==> src/rtl/instruction_fetch_phase_pkg.sv <==
// Shared definitions for the fetch stage: default constants and the
// next-PC select encoding used by both the PC block and the IF/ID register.
package instruction_fetch_phase_pkg;

  localparam logic [31:0] NOP_INSTR_DEFAULT = 32'h0000_0000;  // sll $0,$0,0
  localparam logic [31:0] RESET_PC_DEFAULT  = 32'h0000_0000;

  typedef enum logic [2:0] {
    SEL_SEQ    = 3'd0,
    SEL_HOLD   = 3'd1,
    SEL_JUMP   = 3'd2,
    SEL_JR     = 3'd3,
    SEL_BRANCH = 3'd4
  } pc_sel_e;

  // Execute-stage branch is the oldest instruction, so it outranks decode redirects.
  function automatic pc_sel_e select_next_pc(
    input logic branch_taken,
    input logic jump_register,
    input logic jump,
    input logic stall
  );
    if (branch_taken)       return SEL_BRANCH;
    else if (jump_register) return SEL_JR;
    else if (jump)          return SEL_JUMP;
    else if (stall)         return SEL_HOLD;
    else                    return SEL_SEQ;
  endfunction

  function automatic logic is_redirect(input pc_sel_e sel);
    return (sel == SEL_BRANCH) || (sel == SEL_JR) || (sel == SEL_JUMP);
  endfunction

endpackage

==> src/rtl/program_counter.sv <==
// Program counter: priority next-PC selection, PC register, and the
// one-cycle misaligned-redirect flag.
module program_counter
  import instruction_fetch_phase_pkg::*;
#(
  parameter logic [31:0] RESET_PC = RESET_PC_DEFAULT
) (
  input  logic        Clk,
  input  logic        Reset,
  input  logic        stall,
  input  logic        branch_taken,
  input  logic [31:0] branch_target,
  input  logic        jump,
  input  logic [31:0] jump_target,
  input  logic        jump_register,
  input  logic [31:0] jump_reg_target,
  output logic [31:0] pc,
  output logic [31:0] pc_plus4,
  output pc_sel_e     sel,
  output logic        addr_error
);

  logic [31:0] raw_target;
  logic [31:0] next_pc;
  logic        next_addr_error;

  // NOTE: every combinational output gets a default before the case so no latch is inferred.
  always_comb begin
    sel        = select_next_pc(branch_taken, jump_register, jump, stall);
    pc_plus4   = pc + 32'd4;
    raw_target = '0;
    next_pc    = pc_plus4;
    case (sel)
      SEL_BRANCH: raw_target = branch_target;
      SEL_JR:     raw_target = jump_reg_target;
      SEL_JUMP:   raw_target = jump_target;
      default:    raw_target = '0;
    endcase
    case (sel)
      SEL_HOLD: next_pc = pc;
      SEL_SEQ:  next_pc = pc_plus4;
      default:  next_pc = {raw_target[31:2], 2'b00};
    endcase
    // Only the target actually applied can raise the flag; ignored ones never do.
    next_addr_error = is_redirect(sel) && (raw_target[1:0] != 2'b00);
  end

  // NOTE: sequential state uses non-blocking assignments so all registers update together at the edge.
  always_ff @(posedge Clk or negedge Reset) begin
    if (!Reset) begin
      pc         <= RESET_PC;
      addr_error <= 1'b0;
    end else begin
      pc         <= next_pc;
      addr_error <= next_addr_error;
    end
  end

endmodule

==> src/rtl/instruction_fetch_phase.sv <==
// Fetch stage of the 5-stage MIPS pipeline: drives instruction memory from
// the PC and fills the IF/ID register, with stall, flush and redirects.
module instruction_fetch_phase
  import instruction_fetch_phase_pkg::*;
#(
  parameter logic [31:0] RESET_PC  = RESET_PC_DEFAULT,
  parameter logic [31:0] NOP_INSTR = NOP_INSTR_DEFAULT
) (
  input  logic        Clk,
  input  logic        Reset,
  output logic [31:0] ImemAddr,
  input  logic [31:0] ImemData,
  input  logic        Stall,
  input  logic        BranchTaken,
  input  logic [31:0] BranchTarget,
  input  logic        Jump,
  input  logic [31:0] JumpTarget,
  input  logic        JumpRegister,
  input  logic [31:0] JumpRegTarget,
  output logic [31:0] instr_out,
  output logic [31:0] pc_out,
  output logic        valid_out,
  output logic        AddrError
);

  logic [31:0] pc;
  logic [31:0] pc_plus4;
  pc_sel_e     sel;

  program_counter #(
    .RESET_PC (RESET_PC)
  ) u_program_counter (
    .Clk             (Clk),
    .Reset           (Reset),
    .stall           (Stall),
    .branch_taken    (BranchTaken),
    .branch_target   (BranchTarget),
    .jump            (Jump),
    .jump_target     (JumpTarget),
    .jump_register   (JumpRegister),
    .jump_reg_target (JumpRegTarget),
    .pc              (pc),
    .pc_plus4        (pc_plus4),
    .sel             (sel),
    .addr_error      (AddrError)
  );

  assign ImemAddr = pc;

  // Any redirect squashes the word fetched this cycle; it is wrong-path.
  always_ff @(posedge Clk or negedge Reset) begin
    if (!Reset) begin
      instr_out <= NOP_INSTR;
      pc_out    <= '0;
      valid_out <= 1'b0;
    end else begin
      case (sel)
        SEL_HOLD: begin
          instr_out <= instr_out;
          pc_out    <= pc_out;
          valid_out <= valid_out;
        end
        SEL_SEQ: begin
          instr_out <= ImemData;
          pc_out    <= pc_plus4;
          valid_out <= 1'b1;
        end
        default: begin
          instr_out <= NOP_INSTR;
          pc_out    <= '0;
          valid_out <= 1'b0;
        end
      endcase
    end
  end

endmodule

==> config.mk <==
export PLATFORM = sky130hd
export DESIGN_NAME = instruction_fetch_phase
export DESIGN_NICKNAME = d
export VERILOG_FILES = /design/src/rtl/instruction_fetch_phase_pkg.sv /design/src/rtl/program_counter.sv /design/src/rtl/instruction_fetch_phase.sv
export SDC_FILE = /design/constraint.sdc
export NUM_CORES = 1
export LEC_CHECK = 0
export ABC_AREA = 1
export BUFFER_PORTS_ARGS = -buffer_cell sky130_fd_sc_hd__buf_4
export CAP_MARGIN = 20
export CORE_ASPECT_RATIO = 0.75
export CORE_UTILIZATION = 30
export CTS_BUF_LIST = sky130_fd_sc_hd__clkbuf_8
export DETAILED_ROUTE_END_ITERATION = 16
export GPL_ROUTABILITY_DRIVEN = 0
export PLACE_DENSITY = 0.63
export SETUP_SLACK_MARGIN = 0.15
export SYNTH_ARGS = -nofsm -noshare
export SYNTH_HDL_FRONTEND = slang
export SYNTH_SLANG_ARGS = --single-unit
==> constraint.sdc <==
create_clock -name Clk -period 1.9 [get_ports Clk]
set_input_delay 0.38 -clock Clk [delete_from_list [all_inputs] [get_ports Clk]]
set_output_delay 0.38 -clock Clk [all_outputs]
set_load 0.01 [all_outputs]
After elaboration in Yosys (flattened, before gate mapping) --
Cells that the tools add are included.
Word-level totals: bits in registers 98, bits in latches 0, bits in writable memories 0, ROM bits 0, input bits 134, output and inout port bits 98, word-level logic and storage cells 24, memories 0
Cells by class: add/sub/neg operators 1, multiply operators 0, div/mod/pow operators 0, $lt $le $gt $ge 0, equal/unequal tests 4, shift-type cells 0, mux-type cells 9, bitwise gates (word level) 0, reductions and logical operators 5
Operators by type and width (number):
- 32-bit one-hot mux with 2 select lines | 3
- 32-bit one-hot mux with 3 select lines | 1
- 32-bit by 3-bit adder with 32-bit output, second input constant | 1
- 3-bit two-way mux | 3
- 3-bit by 2-bit equality test with 1-bit output, second input constant | 2
- 3-bit by 1-bit equality test with 1-bit output, second input constant | 1
- 3-bit equality test, second input constant | 1
- 3-bit zero test | 1
- 1-bit logical OR | 2
- 1-bit one-hot mux with 2 select lines | 1
- 2-bit nonzero test | 1
- 1-bit logical AND | 1
- 1-bit two-way mux | 1

Logic depth before layout (Yosys ltp) --
depth in word-level cells 8, depth in mapped cells 10, gate-level depth less buffers 10

Hierarchy --
From an unflattened synthesis, not the netlist that was laid out.
Second synthesis, totals: cells, all modules 742, area total of the unflattened synthesis 5969.5 um^2
Modules (own cells, without submodules):
- instruction_fetch_phase | times used 1, cells each 288, area an instance 3228.1 um^2, seq. area each 1626.6 um^2
- program_counter | times used 1, cells each 454, area an instance 2741.4 um^2, seq. area each 775.7 um^2

Worst setup path after synthesis --
OpenSTA, ideal clock, no wires.
path type register to register, start point register u_program_counter.pc[2], end point register u_program_counter.pc[18], setup time 0.126 ns, arrival time 1.387 ns, required time 1.774 ns, slack 0.387 ns, cell stages (with the launch flop) 9, path buffers 0, cells stage by stage dfrtp_1 ha_1 nand3_1 inv_1 nand2_1 nor2_1 or2_2 nand3_1 nand3_1
Between the ends: word-level cells in the longest chain between the ends 2
Ends and longest elaborated chain:
- start, declared | RTL line program_counter.sv:17 | output logic [31:0] pc,
- start signal, assigned | RTL line program_counter.sv:54 | pc <= next_pc;
- 32-bit by 3-bit adder with 32-bit output | RTL line program_counter.sv:30 | pc_plus4 = pc + 32'd4;
- 32-bit one-hot mux with 2 select lines | RTL line program_counter.sv:39 | case (sel)
No other way between the ends. A chain may end at the register's enable or synchronous reset.

Worst setup path in the final report --
start point register u_program_counter.pc[8], end point register u_program_counter.pc[24]
Same word-level chain as after synthesis.

==> flow_metrics.py <==
metrics = {
    "clock_tree": {
        "cts_tree": "done",
        "clk_pin_slew_ps": 90,
        "clk_path_buf_depth": 2,
        "root_buffer": "clkbuf_8",
        "numCtsBuffers": 9,
        "clk_latency_ps": 380,
        "h-tree-depth": 3,
        "clock-sinks": 94,
    },
    "detailed_routing": {
        "drt-total-wl_mm": 16.7,
        "vias_per_cell": 4.73,
        "avgRoutedWirePerCell_um": 15.7,
        "antenna_left": 0,
        "first_iter_violations": 250,
        "vias": 5031,
        "remaining_drc_errors": 0,
        "dr.pass1.iters": 4,
    },
    "timing": {
        "tns_ps": 0,
        "setup_viol": 0,
        "finalCritPeriodShare_pct": 84.5,
        "fmax_ghz": 0.623,
        "clock_skew_ps": 11.1,
        "finalCriticalPeriod_ps": 1610,
        "rsz0062_at_grt": "no",
        "setup_slack_ps": 294,
        "hold_viol_final": 0,
        "slew_violations": 0,
    },
    "run_status": {
        "outcome": "complete, no violations",
    },
    "power_and_ir_drop": {
        "pwr-share-clk_pct": 28.9,
        "intPower_mw": 3.11,
        "cellLeakagePower_nw": 3.75,
        "power.density_mw_per_mm2": 610,
        "ir_drop_v": 0.000265,
        "seqPwrFrac_pct": 51.1,
        "switching_power_mw": 1.25,
        "switching_share_pct": 28.6,
        "combPwrFrac_pct": 20.0,
    },
    "global_route": {
        "grt_pass1_vias": 4699,
        "grt_pass1_wl_mm": 25.8,
        "track_usage_pct": 19.9,
        "antenna_found_initial": 0,
        "grt_max_degree": 81,
        "overflow": 0,
    },
    "floorplan": {
        "fp.dieW_um": 151,
        "dieHeight_um": 114,
        "ios": 232,
        "dieArea_sq_mm": 0.0171,
        "rows": 40,
        "core-area_sq_mm": 0.0161,
        "start_util_pct": 30.9,
    },
    "synthesis": {
        "ys_types": 31,
        "avgSynthCellArea_sq_um": 8.05,
        "yosysWarnings": 0,
        "seq_area_frac_synth_pct": 47.2,
        "syn_inst": 619,
        "synth_seq_cells": 94,
        "synth_area_sq_mm": 0.00498,
    },
    "setup_path": {
        "end_kind": "flip-flop",
        "r2r_setup_slack_ps": 290,
        "critPathSlowestCell": "dfrtp_1",
        "required_ps": 2160,
        "cp_max_fo": 7,
        "slowest_delay_ps": 500,
        "reg2reg_depth": 9,
        "start_kind": "flip-flop",
        "reg2reg_to": "u_program_counter.pc[24]",
        "crit_path_frequent_cell": "nand2_1",
        "endpoint": "u_program_counter.pc[24]",
        "crit_start": "u_program_counter.pc[8]",
        "cp_data_arrival_time_ps": 1860,
        "critPathKind": "reg2reg",
        "crit_chain": "nand2_2, nor2_4, nand2_2, nor2_2, nand2_1, nand2_1, nand2_1, nand2_1, nand3_1",
        "worstReg2RegStart": "u_program_counter.pc[8]",
    },
    "placed_design": {
        "pre_cts_ws_ps": 176,
        "dp_hpwl_mm": 12.9,
        "portBuffers": 227,
    },
    "cells_and_area": {
        "drive_above_1_share_pct": 35.1,
        "syn_to_final_growth_pct": 43.5,
        "final_nets": 986,
        "n_antenna_cell": 0,
    },
    "worst_hold_path": {
        "hold_class": "in2reg",
    },
    "job": {
        "drv_cap": 0,
    },
}
## cell type report
type / count / area [sq um]
tap: 210 / 263
inverter: 30 / 113
multi-input combinational: 470 / 2320
clock inverter: 5 / 46.3
fill: 1679 / 8970
sequential: 94 / 2360
clock buffer: 9 / 124
timing repair buffer: 246 / 1920
## flip-flops by register name (all words and copies together) (netlist names)
signal                        cells
u_program_counter.addr_error      1
pc_out                           30
u_program_counter.pc             30
instr_out                        32
valid_out                         1
## power by group through the flow
stage               Sequential, mW  Combinational (mW)  Clock [mW]
floorplan                     2.27               0.311           0
global placement              2.26               0.876           0
detailed placement            2.26               0.877           0
CTS                           2.23               0.881        1.31
global route                  2.25               0.959        1.40
finish                        2.23               0.872        1.26
## cells by family (layout without fill, tap and decap cells)
family                     count (synthesis)  count (layout)  synth area share (%)
and+or+nand+nor                          376             376                  33.3
buffers and inverters                     58             290                  6.61
DFF                                       94              94                  47.2
adders and majority gates                  1               1                 0.251
AOI/OAI and AO/OA                         89              89                  12.5
other                                      1               4                0.0753
## worst min-delay path by stage
stage                            start       endpoint  slack, ps  cells past startpoint
final                     ImemData[12]  instr_out[12]        200                      2
after CTS                  ImemData[6]   instr_out[6]        180                      2
after global placement           Reset  instr_out[26]        380                      1
after floorplan                  Reset   instr_out[0]         80                      0
after detailed placement         Reset  instr_out[26]        380                      1
after global routing       ImemData[6]   instr_out[6]        180                      2
## synth_stat cells
| library cell | number | area (sq um) |
|---|---|---|
| buf_4 | 8 | 60.1 |
| a221oi_1 | 4 | 35.0 |
| o21ai_1 | 4 | 20.0 |
| buf_6 | 8 | 90.1 |
| nand3_2 | 6 | 60.1 |
| buf_2 | 8 | 40.0 |
| clkbuf_1 | 3 | 11.3 |
| conb_1 | 1 | 3.75 |
| nand2_4 | 1 | 11.3 |
| nor2_8 | 1 | 20.0 |
| a22o_1 | 38 | 333 |
| dfrtp_1 | 94 | 2350 |
| nor2_1 | 45 | 169 |
| nor3_2 | 1 | 10.0 |
| a21oi_1 | 29 | 145 |
| buf_8 | 1 | 15.0 |
| nand2_2 | 8 | 50.1 |
| nand3_1 | 46 | 230 |
| nor2_4 | 5 | 56.3 |
| ha_1 | 1 | 12.5 |
| nor2_2 | 11 | 68.8 |
| a22oi_1 | 3 | 22.5 |
| o21ai_0 | 6 | 30.0 |
| nand2_1 | 239 | 897 |
| o21ai_2 | 1 | 8.76 |
| inv_1 | 28 | 105 |
| o21bai_1 | 4 | 30.0 |
| nand4_1 | 5 | 31.3 |
| nand3b_1 | 4 | 30.0 |
| or2_2 | 4 | 25.0 |
| inv_2 | 2 | 7.51 |
## critical path: cells and delay by family, from the launching register on
family	cells	cell delay, ps
simple gates	9	1010
flops	1	500
## routing by layer
metal,global-route usage [%],share of wire [%],wire length (um)
met1,29.2,49,8280
met2,28.4,41,6880
met3,6.36,8.7,1460
met4,3.67,0.73,122
met5,0,0,0
## placed cells by master (no fill, tap or decap), types with 5 or more instances in the layout
cell / Yosys / routed
nor2_2: 11 / 10
nand3_1: 46 / 46
nand4_1: 5 / 5
buf_4: 8 / 239
a22o_1: 38 / 38
nand2_2: 8 / 8
nand2_1: 239 / 239
inv_1: 28 / 31
nor2_4: 5 / 7
buf_12: 0 / 6
clkbuf_8: 0 / 9
nand3_2: 6 / 6
dfrtp_1: 94 / 91
a21oi_1: 29 / 29
o21ai_0: 6 / 6
nor2_1: 45 / 44
## repair_timing
item                                    4_1_cts  5_1_grt
hold endpoints to repair                     33        0
gates resized for setup                       0        4
setup buffers                                 0        2
endpoints found under the setup margin        0       16
hold buffers                                  1        0
## stage by stage
stage / instances / total power, mW / hold slack (ps) / cell area [sq um] / util, %
global placement: 1047 / 3.14 / 379 / 6950 / 43.1
finish: 1064 / 4.36 / 201 / 7150 / 44.4
CTS: 1062 / 4.42 / 184 / 7130 / 44.2
floorplan: 622 / 2.58 / 84.4 / 4990 / -
detailed placement: 1047 / 3.14 / 379 / 6950 / 43.1
global route: 1064 / 4.61 / 176 / 7150 / 44.4
(Power assumes the default switching activity.)
